`config.mk`:
```
export PLATFORM = sky130hd
export DESIGN_NAME = dram_dq_wr_sched_flat
export DESIGN_NICKNAME = d
export VERILOG_FILES = /design/src/rtl/dram_wr_pkg.sv /design/src/rtl/dram_dq_wr_sched_if.sv /design/src/rtl/dram_dq_wr_sched.sv /design/src/flat_wrapper.sv
export SDC_FILE = /design/constraint.sdc
export NUM_CORES = 1
export LEC_CHECK = 0
export ABC_AREA = 0
export BUFFER_PORTS_ARGS = -buffer_cell sky130_fd_sc_hd__buf_2
export CORE_UTILIZATION = 38
export DETAILED_ROUTE_END_ITERATION = 10
export PLACE_DENSITY = 0.72
export SYNTH_ARGS = -nofsm -noshare
export SYNTH_HDL_FRONTEND = slang
export SYNTH_SLANG_ARGS = --single-unit
```
`constraint.sdc`:
```
create_clock -name rclk -period 1.3 [get_ports rclk]
set_input_delay 0.26 -clock rclk [delete_from_list [all_inputs] [get_ports rclk]]
set_output_delay 0.26 -clock rclk [all_outputs]
set_load 0.01 [all_outputs]
```
`src/rtl/dram_wr_pkg.sv`:
```
// Shared types and constants for the DQ byte-group write scheduler.
package dram_wr_pkg;

  typedef enum logic [2:0] {
    StIdle,
    StWait,
    StPre,
    StData,
    StPost
  } wr_state_e;

  // Burst length expressed in core clocks (two DDR beats per clock).
  localparam int unsigned BEATS_BL4 = 2;
  localparam int unsigned BEATS_BL8 = 4;

  localparam int unsigned ERR_UNDERRUN = 0;
  localparam int unsigned ERR_BUSY     = 1;

endpackage

```
`src/rtl/dram_dq_wr_sched_if.sv`:
```
// Command and write-data handshake between the write buffer and the DQ scheduler.
interface dram_dq_wr_sched_if #(
  parameter int unsigned DQ_W  = 16,
  parameter int unsigned LAT_W = 2
);
  logic               wr_start;
  logic               wr_bl4;
  logic [LAT_W-1:0]   wr_lat;
  logic               wr_data_vld;
  logic [2*DQ_W-1:0]  wr_data;
  logic               wr_data_rdy;

  modport master (
    output wr_start, wr_bl4, wr_lat, wr_data_vld, wr_data,
    input  wr_data_rdy
  );

  modport slave (
    input  wr_start, wr_bl4, wr_lat, wr_data_vld, wr_data,
    output wr_data_rdy
  );
endinterface

```
`src/rtl/dram_dq_wr_sched.sv`:
```
// Write-side scheduler for one DQ byte-group: latency wait, preamble, data burst, postamble.
module dram_dq_wr_sched
  import dram_wr_pkg::*;
#(
  parameter int unsigned DQ_W  = 16,
  parameter int unsigned LAT_W = 2
) (
  input  logic              rclk,
  input  logic              rst_l,
  dram_dq_wr_sched_if.slave wr_bus,
  input  logic              dram_io_channel_disabled,
  input  logic              err_clr,
  output logic [DQ_W-1:0]   data_pos,
  output logic [DQ_W-1:0]   data_neg,
  output logic              dram_io_drive_enable,
  output logic              dram_io_pad_enable,
  output logic              wr_busy,
  output logic              wr_done,
  output logic [1:0]        err
);

  // One down-counter serves both the latency wait and the beat count.
  localparam int unsigned CntW = (LAT_W > 2) ? LAT_W : 2;

  wr_state_e         state_q, state_d;
  logic [CntW-1:0]   cnt_q, cnt_d;
  logic              bl4_q, bl4_d;
  logic [2*DQ_W-1:0] dq_q, dq_d;
  logic [1:0]        err_q, err_d;
  logic              pad_en_q;
  logic              rdy;

  always_comb begin
    state_d = state_q;
    cnt_d   = cnt_q;
    bl4_d   = bl4_q;
    rdy     = 1'b0;
    unique case (state_q)
      StIdle: begin
        if (wr_bus.wr_start && !dram_io_channel_disabled) begin
          bl4_d = wr_bus.wr_bl4;
          if (wr_bus.wr_lat != '0) begin
            state_d = StWait;
            cnt_d   = CntW'(wr_bus.wr_lat - 1'b1);
          end else begin
            state_d = StPre;
          end
        end
      end
      StWait: begin
        if (cnt_q == '0) state_d = StPre;
        else             cnt_d   = cnt_q - 1'b1;
      end
      StPre: begin
        rdy     = 1'b1;
        state_d = StData;
        cnt_d   = bl4_q ? CntW'(BEATS_BL4 - 1) : CntW'(BEATS_BL8 - 1);
      end
      StData: begin
        // Last beat takes no word: the capture in PRE already filled the pipe.
        if (cnt_q == '0) begin
          state_d = StPost;
        end else begin
          rdy   = 1'b1;
          cnt_d = cnt_q - 1'b1;
        end
      end
      StPost:  state_d = StIdle;
      default: state_d = StIdle;
    endcase
  end

  always_comb begin
    dq_d  = (rdy && wr_bus.wr_data_vld) ? wr_bus.wr_data : '0;
    err_d = err_clr ? 2'b00 : err_q;
    if (rdy && !wr_bus.wr_data_vld)         err_d[ERR_UNDERRUN] = 1'b1;
    if (wr_bus.wr_start && state_q != StIdle) err_d[ERR_BUSY]   = 1'b1;
  end

  always_ff @(posedge rclk) begin
    pad_en_q <= ~dram_io_channel_disabled;
    if (!rst_l) begin
      state_q <= StIdle;
      cnt_q   <= '0;
      bl4_q   <= 1'b0;
      dq_q    <= '0;
      err_q   <= 2'b00;
    end else begin
      state_q <= state_d;
      cnt_q   <= cnt_d;
      bl4_q   <= bl4_d;
      dq_q    <= dq_d;
      err_q   <= err_d;
    end
  end

  assign wr_bus.wr_data_rdy   = rdy;
  assign data_pos             = dq_q[DQ_W-1:0];
  assign data_neg             = dq_q[2*DQ_W-1:DQ_W];
  assign dram_io_drive_enable = state_q inside {StPre, StData, StPost};
  assign dram_io_pad_enable   = pad_en_q;
  assign wr_busy              = (state_q != StIdle);
  assign wr_done              = (state_q == StPost);
  assign err                  = err_q;

endmodule

```
`src/flat_wrapper.sv`:
```
// flat-port wrapper written by rule: the top's interface ports become plain ports
module dram_dq_wr_sched_flat import dram_wr_pkg::*;
#(
  parameter int unsigned DQ_W  = 16,
  parameter int unsigned LAT_W = 2
)
  (rclk, rst_l, dram_io_channel_disabled, err_clr, data_pos, data_neg, dram_io_drive_enable, dram_io_pad_enable, wr_busy, wr_done, err, wr_bus_wr_start, wr_bus_wr_bl4, wr_bus_wr_lat, wr_bus_wr_data_vld, wr_bus_wr_data, wr_bus_wr_data_rdy);
  dram_dq_wr_sched_if #(.DQ_W(DQ_W), .LAT_W(LAT_W)) wr_bus_i ();
  input  logic rclk;
  input  logic rst_l;
  input  logic dram_io_channel_disabled;
  input  logic err_clr;
  output logic [DQ_W-1:0] data_pos;
  output logic [DQ_W-1:0] data_neg;
  output logic dram_io_drive_enable;
  output logic dram_io_pad_enable;
  output logic wr_busy;
  output logic wr_done;
  output logic [1:0] err;
  input wire logic [$bits(wr_bus_i.wr_start)-1:0] wr_bus_wr_start;
  input wire logic [$bits(wr_bus_i.wr_bl4)-1:0] wr_bus_wr_bl4;
  input wire logic [$bits(wr_bus_i.wr_lat)-1:0] wr_bus_wr_lat;
  input wire logic [$bits(wr_bus_i.wr_data_vld)-1:0] wr_bus_wr_data_vld;
  input wire logic [$bits(wr_bus_i.wr_data)-1:0] wr_bus_wr_data;
  output wire logic [$bits(wr_bus_i.wr_data_rdy)-1:0] wr_bus_wr_data_rdy;
  assign wr_bus_i.wr_start = wr_bus_wr_start;
  assign wr_bus_i.wr_bl4 = wr_bus_wr_bl4;
  assign wr_bus_i.wr_lat = wr_bus_wr_lat;
  assign wr_bus_i.wr_data_vld = wr_bus_wr_data_vld;
  assign wr_bus_i.wr_data = wr_bus_wr_data;
  assign wr_bus_wr_data_rdy = wr_bus_i.wr_data_rdy;
  dram_dq_wr_sched #(.DQ_W(DQ_W), .LAT_W(LAT_W)) u_core (.rclk(rclk), .rst_l(rst_l), .wr_bus(wr_bus_i), .dram_io_channel_disabled(dram_io_channel_disabled), .err_clr(err_clr), .data_pos(data_pos), .data_neg(data_neg), .dram_io_drive_enable(dram_io_drive_enable), .dram_io_pad_enable(dram_io_pad_enable), .wr_busy(wr_busy), .wr_done(wr_done), .err(err));
endmodule
```
======== Word level (Yosys, flattened, before mapping) ========
Cells that the tools add are included.
operators by class
  equality and inequality tests ........... 9
  bitwise gates (word level) .............. 1
  reduce and logical (&&, ||, !) cells .... 19
  mux-type cells .......................... 15
  add/subtract/negate cells ............... 2
operator list
  kind                                                                     count
  2-bit 2-to-1 mux                                                         6
  3-bit case mux with 4 select lines                                       1
  3-bit 2-to-1 mux                                                         3
  3-bit nonzero test                                                       3
  2-bit by 1-bit inequality test with 1-bit output, second input constant  4
  3-bit by 2-bit equality test with 1-bit output, second input constant    2
  2-bit case mux with 3 select lines                                       1
  2-bit nonzero test                                                       3
  1-bit logical AND                                                        4
  2-bit AND reduction                                                      2
  4-bit AND reduction                                                      1
  2-bit by 1-bit subtractor with 2-bit output, second input constant       2
  3-bit by 1-bit equality test with 1-bit output, second input constant    1
  3-bit equality test, second input constant                               1
  3-bit zero test                                                          1
  1-bit 2-to-1 mux                                                         3
  3-bit AND reduction                                                      1
  1-bit zero test                                                          2
  2-bit zero test                                                          1
  2-bit inequality test, second input constant                             1
  1-bit case mux with 2 select lines                                       1
  2-bit OR reduction                                                       1
  1-bit inverter                                                           1
storage, ports and cells
  bits of input ports ..................... 41
  register bits ........................... 41
  output and inout port bits .............. 39

======== Depth between registers and ports, before layout ========
  word-level depth ........................ 5
  mapped depth ............................ 5

======== Least setup slack after synthesis ========
Ideal clock, no wire load.
  path type ............................... register -> register
  from .................................... reg u_core.state_q[0]
  to ...................................... reg u_core.dq_q[0]
  setup time .............................. 113 ps
  path slack .............................. -12 ps
  stages on the path, launching flop included .. 6
  arrival time ............................ 1199 ps
  path through ............................ dfxtp_1 nor3b_4 nor2_2 and3_4 buf_6 and2_4
on the way
  word-level cells in the longest chain between the ends .. 4
  elaborated cells on any way between the ends .. 5
  classes of those cells .................. eq/ne (2); mux (1); reduce/logical (2)
ends and longest elaborated chain
  item                                            line                    source
  start: declaration                              dram_dq_wr_sched.sv:25  wr_state_e state_q, state_d;
  start signal: assignment                        dram_dq_wr_sched.sv:83  state_q <= StIdle;
  start signal: assignment                        dram_dq_wr_sched.sv:89  state_q <= state_d;
  3-bit by 2-bit equality test with 1-bit output  dram_dq_wr_sched.sv:38  unique case (state_q)
  1-bit case mux with 2 select lines (*)          dram_dq_wr_sched.sv:38
  named net wr_bus_wr_data_rdy                    flat_wrapper.sv:25      output wire logic [$bits(wr_bus_i.wr_data_rdy)-1:0] wr_bus_wr_data_rdy;
  1-bit logical AND (*)                           dram_dq_wr_sched.sv:74  dq_d = (rdy && wr_bus.wr_data_vld) ? wr_bus.wr_data : '0;
  2-bit AND reduction (no line) (*)               -
  end signal: assignment                          dram_dq_wr_sched.sv:92  dq_q <= dq_d;
  end: declaration                                dram_dq_wr_sched.sv:28  logic [2*DQ_W-1:0] dq_q, dq_d;
The timed path passes the listed nets; every way through them passes the cells marked *.
A chain may end at the register's enable or synchronous reset.

======== Final worst setup path ========
  from .................................... reg u_core.state_q[0]
  to ...................................... out wr_bus_wr_data_rdy
on the way
  word-level cells in the longest chain between the ends .. 2
  elaborated cells on any way between the ends .. 3
  classes of those cells .................. eq/ne (2); mux (1)
ends and longest elaborated chain
  item                                            line
  3-bit by 2-bit equality test with 1-bit output  dram_dq_wr_sched.sv:38
  1-bit case mux with 2 select lines (*)          dram_dq_wr_sched.sv:38
  end: declaration                                flat_wrapper.sv:25
Mark *: on every way between the ends. The rest lies on a longest branch, timed or not.

==> flow_summary.toml <==
[floorplan]
die_area_um2 = 3960
die-height_um = 62.9
core_um2 = 3440
die_w_um = 62.9
io_pins = 80
row_count = 21
initial_core_util_pct = 40.9

[clock_network]
cts.sinks = 41
insertion_delay_ns = 0.28
holdBufCountCts = 0
numCtsBuffers = 5
cts_buffer_depth = 2
tritoncts = "yes"
htree_levels = 2
clk_pin_slew_ns = 0.07
cts_root_buffer = "clkbuf_8"

[synthesis]
synth_seq_cells = 41
synth_cells = 123
synth.yosys.seq_area_share_pct = 58.3
syn_area_per_cell_um2 = 11.5
yosys_warnings = 0
yosysUniqueCellTypes = 28
synth_compound_area_share_pct = 5.51
muxShareOfSynthArea_pct = 1.42
synth-xor-area-share_pct = 1.87
syn_nets = 164
synth_area_um2 = 1410
yosys.area_share.simple_pct = 29.2
synth_top_family_by_area = "simple AND/OR/NAND/NOR gates"
synth_fa_ha_area_share_pct = 0

[setup_path]
crit_type = "reg2out"
required_ns = 1.04
crit_path_start_kind = "flip-flop"
worstPathArrival_ns = 1.09
cp_max_fo = 6
cp-end-kind = "output port"

[placement]
port_buffers = 79
placed_area_um2 = 1860
hpwl_mm = 1.99
place_ws_ns = -0.0429
placed_cells = 249
place.gp.congestion = 0.824

[run_status]
violations = "setup timing"
status = "finished with violations"

[pwr]
peakVddDrop_v = 0.000772
leakage_nw = 1.07
powerDensity_nw_per_um2 = 1410

[route]
routed_via_density = 4.33
drc_errors = 0
vias = 1130
drtIter0Drc = 79
wirelength_mm = 2.76
first_pass_iters = 4
wl_per_cell_um = 10.6
ant_nets = 0

[sta]
setup_viol = 5
slew_violations = 0
worstMarginPinSlew_ns = 0.340
period_needed_ns = 1.35
rsz0062_at_grt = "true"
relSlewSlack_pct = 77.1
worst_slack_ns = -0.0545
finalCritPeriodShare_pct = 104
fmax_mhz = 738
hold_viol = 0
skew_ns = 0.00507

[finish]
syn_to_final_growth_pct = 44.4
final_nets = 256
instances_no_fill = 261
fin_util_pct = 59.1
fin_area_um2 = 2030
antennaDiodeCount = 0
drive_gt1_share_pct = 60.5

[hold_path]
hp-class = "in2reg"

[grt]
grt_pass1_vias = 1051
grt_first_pass_wirelength_mm = 4.51
antenna_found_initial = 0
grt_max_degree = 33
overflow = 0
track_usage_pct = 14.8

[flow_run]
maxCapViolations = 0
==> cells in the mapped netlist <==
library cell / instances / area, um2
o2111a_1: 1 / 11.3
o21ai_0: 3 / 15.0
xor2_1: 2 / 17.5
nor2_1: 9 / 33.8
or2b_1: 1 / 7.51
nor3_1: 2 / 10.0
nor2b_1: 1 / 6.26
a21oi_1: 2 / 10.0
nor3b_1: 2 / 15.0
a2bb2oi_1: 1 / 8.76
and3_1: 1 / 6.26
and2_4: 24 / 210
dfxtp_1: 41 / 821
o2111ai_1: 1 / 8.76
and2_1: 9 / 56.3
a22oi_1: 1 / 7.51
inv_1: 5 / 18.8
xnor2_1: 1 / 8.76
nand4_1: 1 / 6.26
a21o_1: 1 / 7.51
nor3b_4: 1 / 18.8
nand2b_1: 2 / 12.5
nand2_1: 3 / 11.3
buf_6: 3 / 33.8
and3_4: 1 / 11.3
mux2i_1: 2 / 20.0
a2111oi_0: 1 / 8.76
nor2_2: 1 / 6.26
==> path summary, 6_finish.rpt <==
kind | start | endpoint | slack [ns] | cells past startpoint
max | u_core.state_q[0] | wr_bus_wr_data_rdy | -0.05 | 3
min | dram_io_channel_disabled | u_core.dram_io_pad_enable | 0.13 | 2
max reg2reg | u_core.state_q[0] | u_core.cnt_q[0] | -0.01 | 5
min reg2reg | u_core.state_q[2] | u_core.state_q[1] | 0.48 | 1
==> per-stage QoR <==
| stage | total power, mW | setup TNS [ns] | hold slack (ns) |
|---|---|---|---|
| floorplan | 1.76 | 0 | 0.317 |
| global placement | 1.97 | -0.879 | 0.423 |
| detailed placement | 1.97 | -1.06 | 0.431 |
| CTS | 2.86 | -0.157 | 0.120 |
| global route | 3.03 | -1.47 | 0.105 |
| finish | 2.87 | -0.142 | 0.130 |
==> where the power goes <==
part	total [mW]	internal, mW	leakage (nW)	switching [mW]
registers	1.41	1.34	0.334	0.0734
clock network	0.771	0.371	0.0412	0.400
logic	0.684	0.382	0.693	0.301
total	2.87	2.09	1.07	0.774
==> flip-flops by register name, indices dropped and copies added, names as in the netlist <==
register                   count
u_core.bl4_q                   1
u_core.cnt_q                   2
u_core.dq_q                   32
u_core.dram_io_pad_enable      1
u_core.err                     2
u_core.state_q                 3
==> area by class of cell <==
class | count | area, um2
multi-input combinational | 74 | 571
tap | 46 | 57.6
inverter | 5 | 18.8
clock buffer | 6 | 72.6
timing repair buffer | 88 | 477
sequential | 41 | 830
clock inverter | 1 | 8.76
fill | 295 | 1410
==> cell usage in the layout, fill, tap and decap left out, types with 3 or more instances in the layout <==
master    instances
buf_2            78
clkbuf_8          5
inv_1             4
nor2_1            7
and2_1            9
and2_4           24
nand2_1           3
buf_4             7
buf_6             3
dfxtp_1          38
==> logic make-up (layout without fill, tap and decap cells) <==
| logic type | Yosys count | count (layout) |
|---|---|---|
| and+or+nand+nor | 58 | 58 |
| DFF | 41 | 41 |
| AOI/OAI and AO/OA | 11 | 11 |
| buffers and inverters | 8 | 100 |
| xor gates and xnor gates | 3 | 3 |
| muxes | 2 | 2 |
==> per-layer routing <==
layer	track usage, %	wire length, um	share of wire, %	up-vias
li1	-	-	-	577
met4	5.23	27	0.98	0
met5	0	0	0	-
met1	16.8	1240	45	483
met3	6.20	261	9.5	4
met2	24.5	1230	44	66
==> critical path: stages (launching register included) <==
cell and delay (ns):
dfxtp_4 0.39, nor3b_4 0.23, nor2_2 0.06, buf_2 0.14
==> timing repair <==
item	in CTS	in global routing
setup endpoints to repair	37	42
pin swaps	1	13
setup buffers	5	0
hold endpoints to repair	0	0
resized for setup	11	6
No activity file was read; power rests on OpenSTA's default activity.
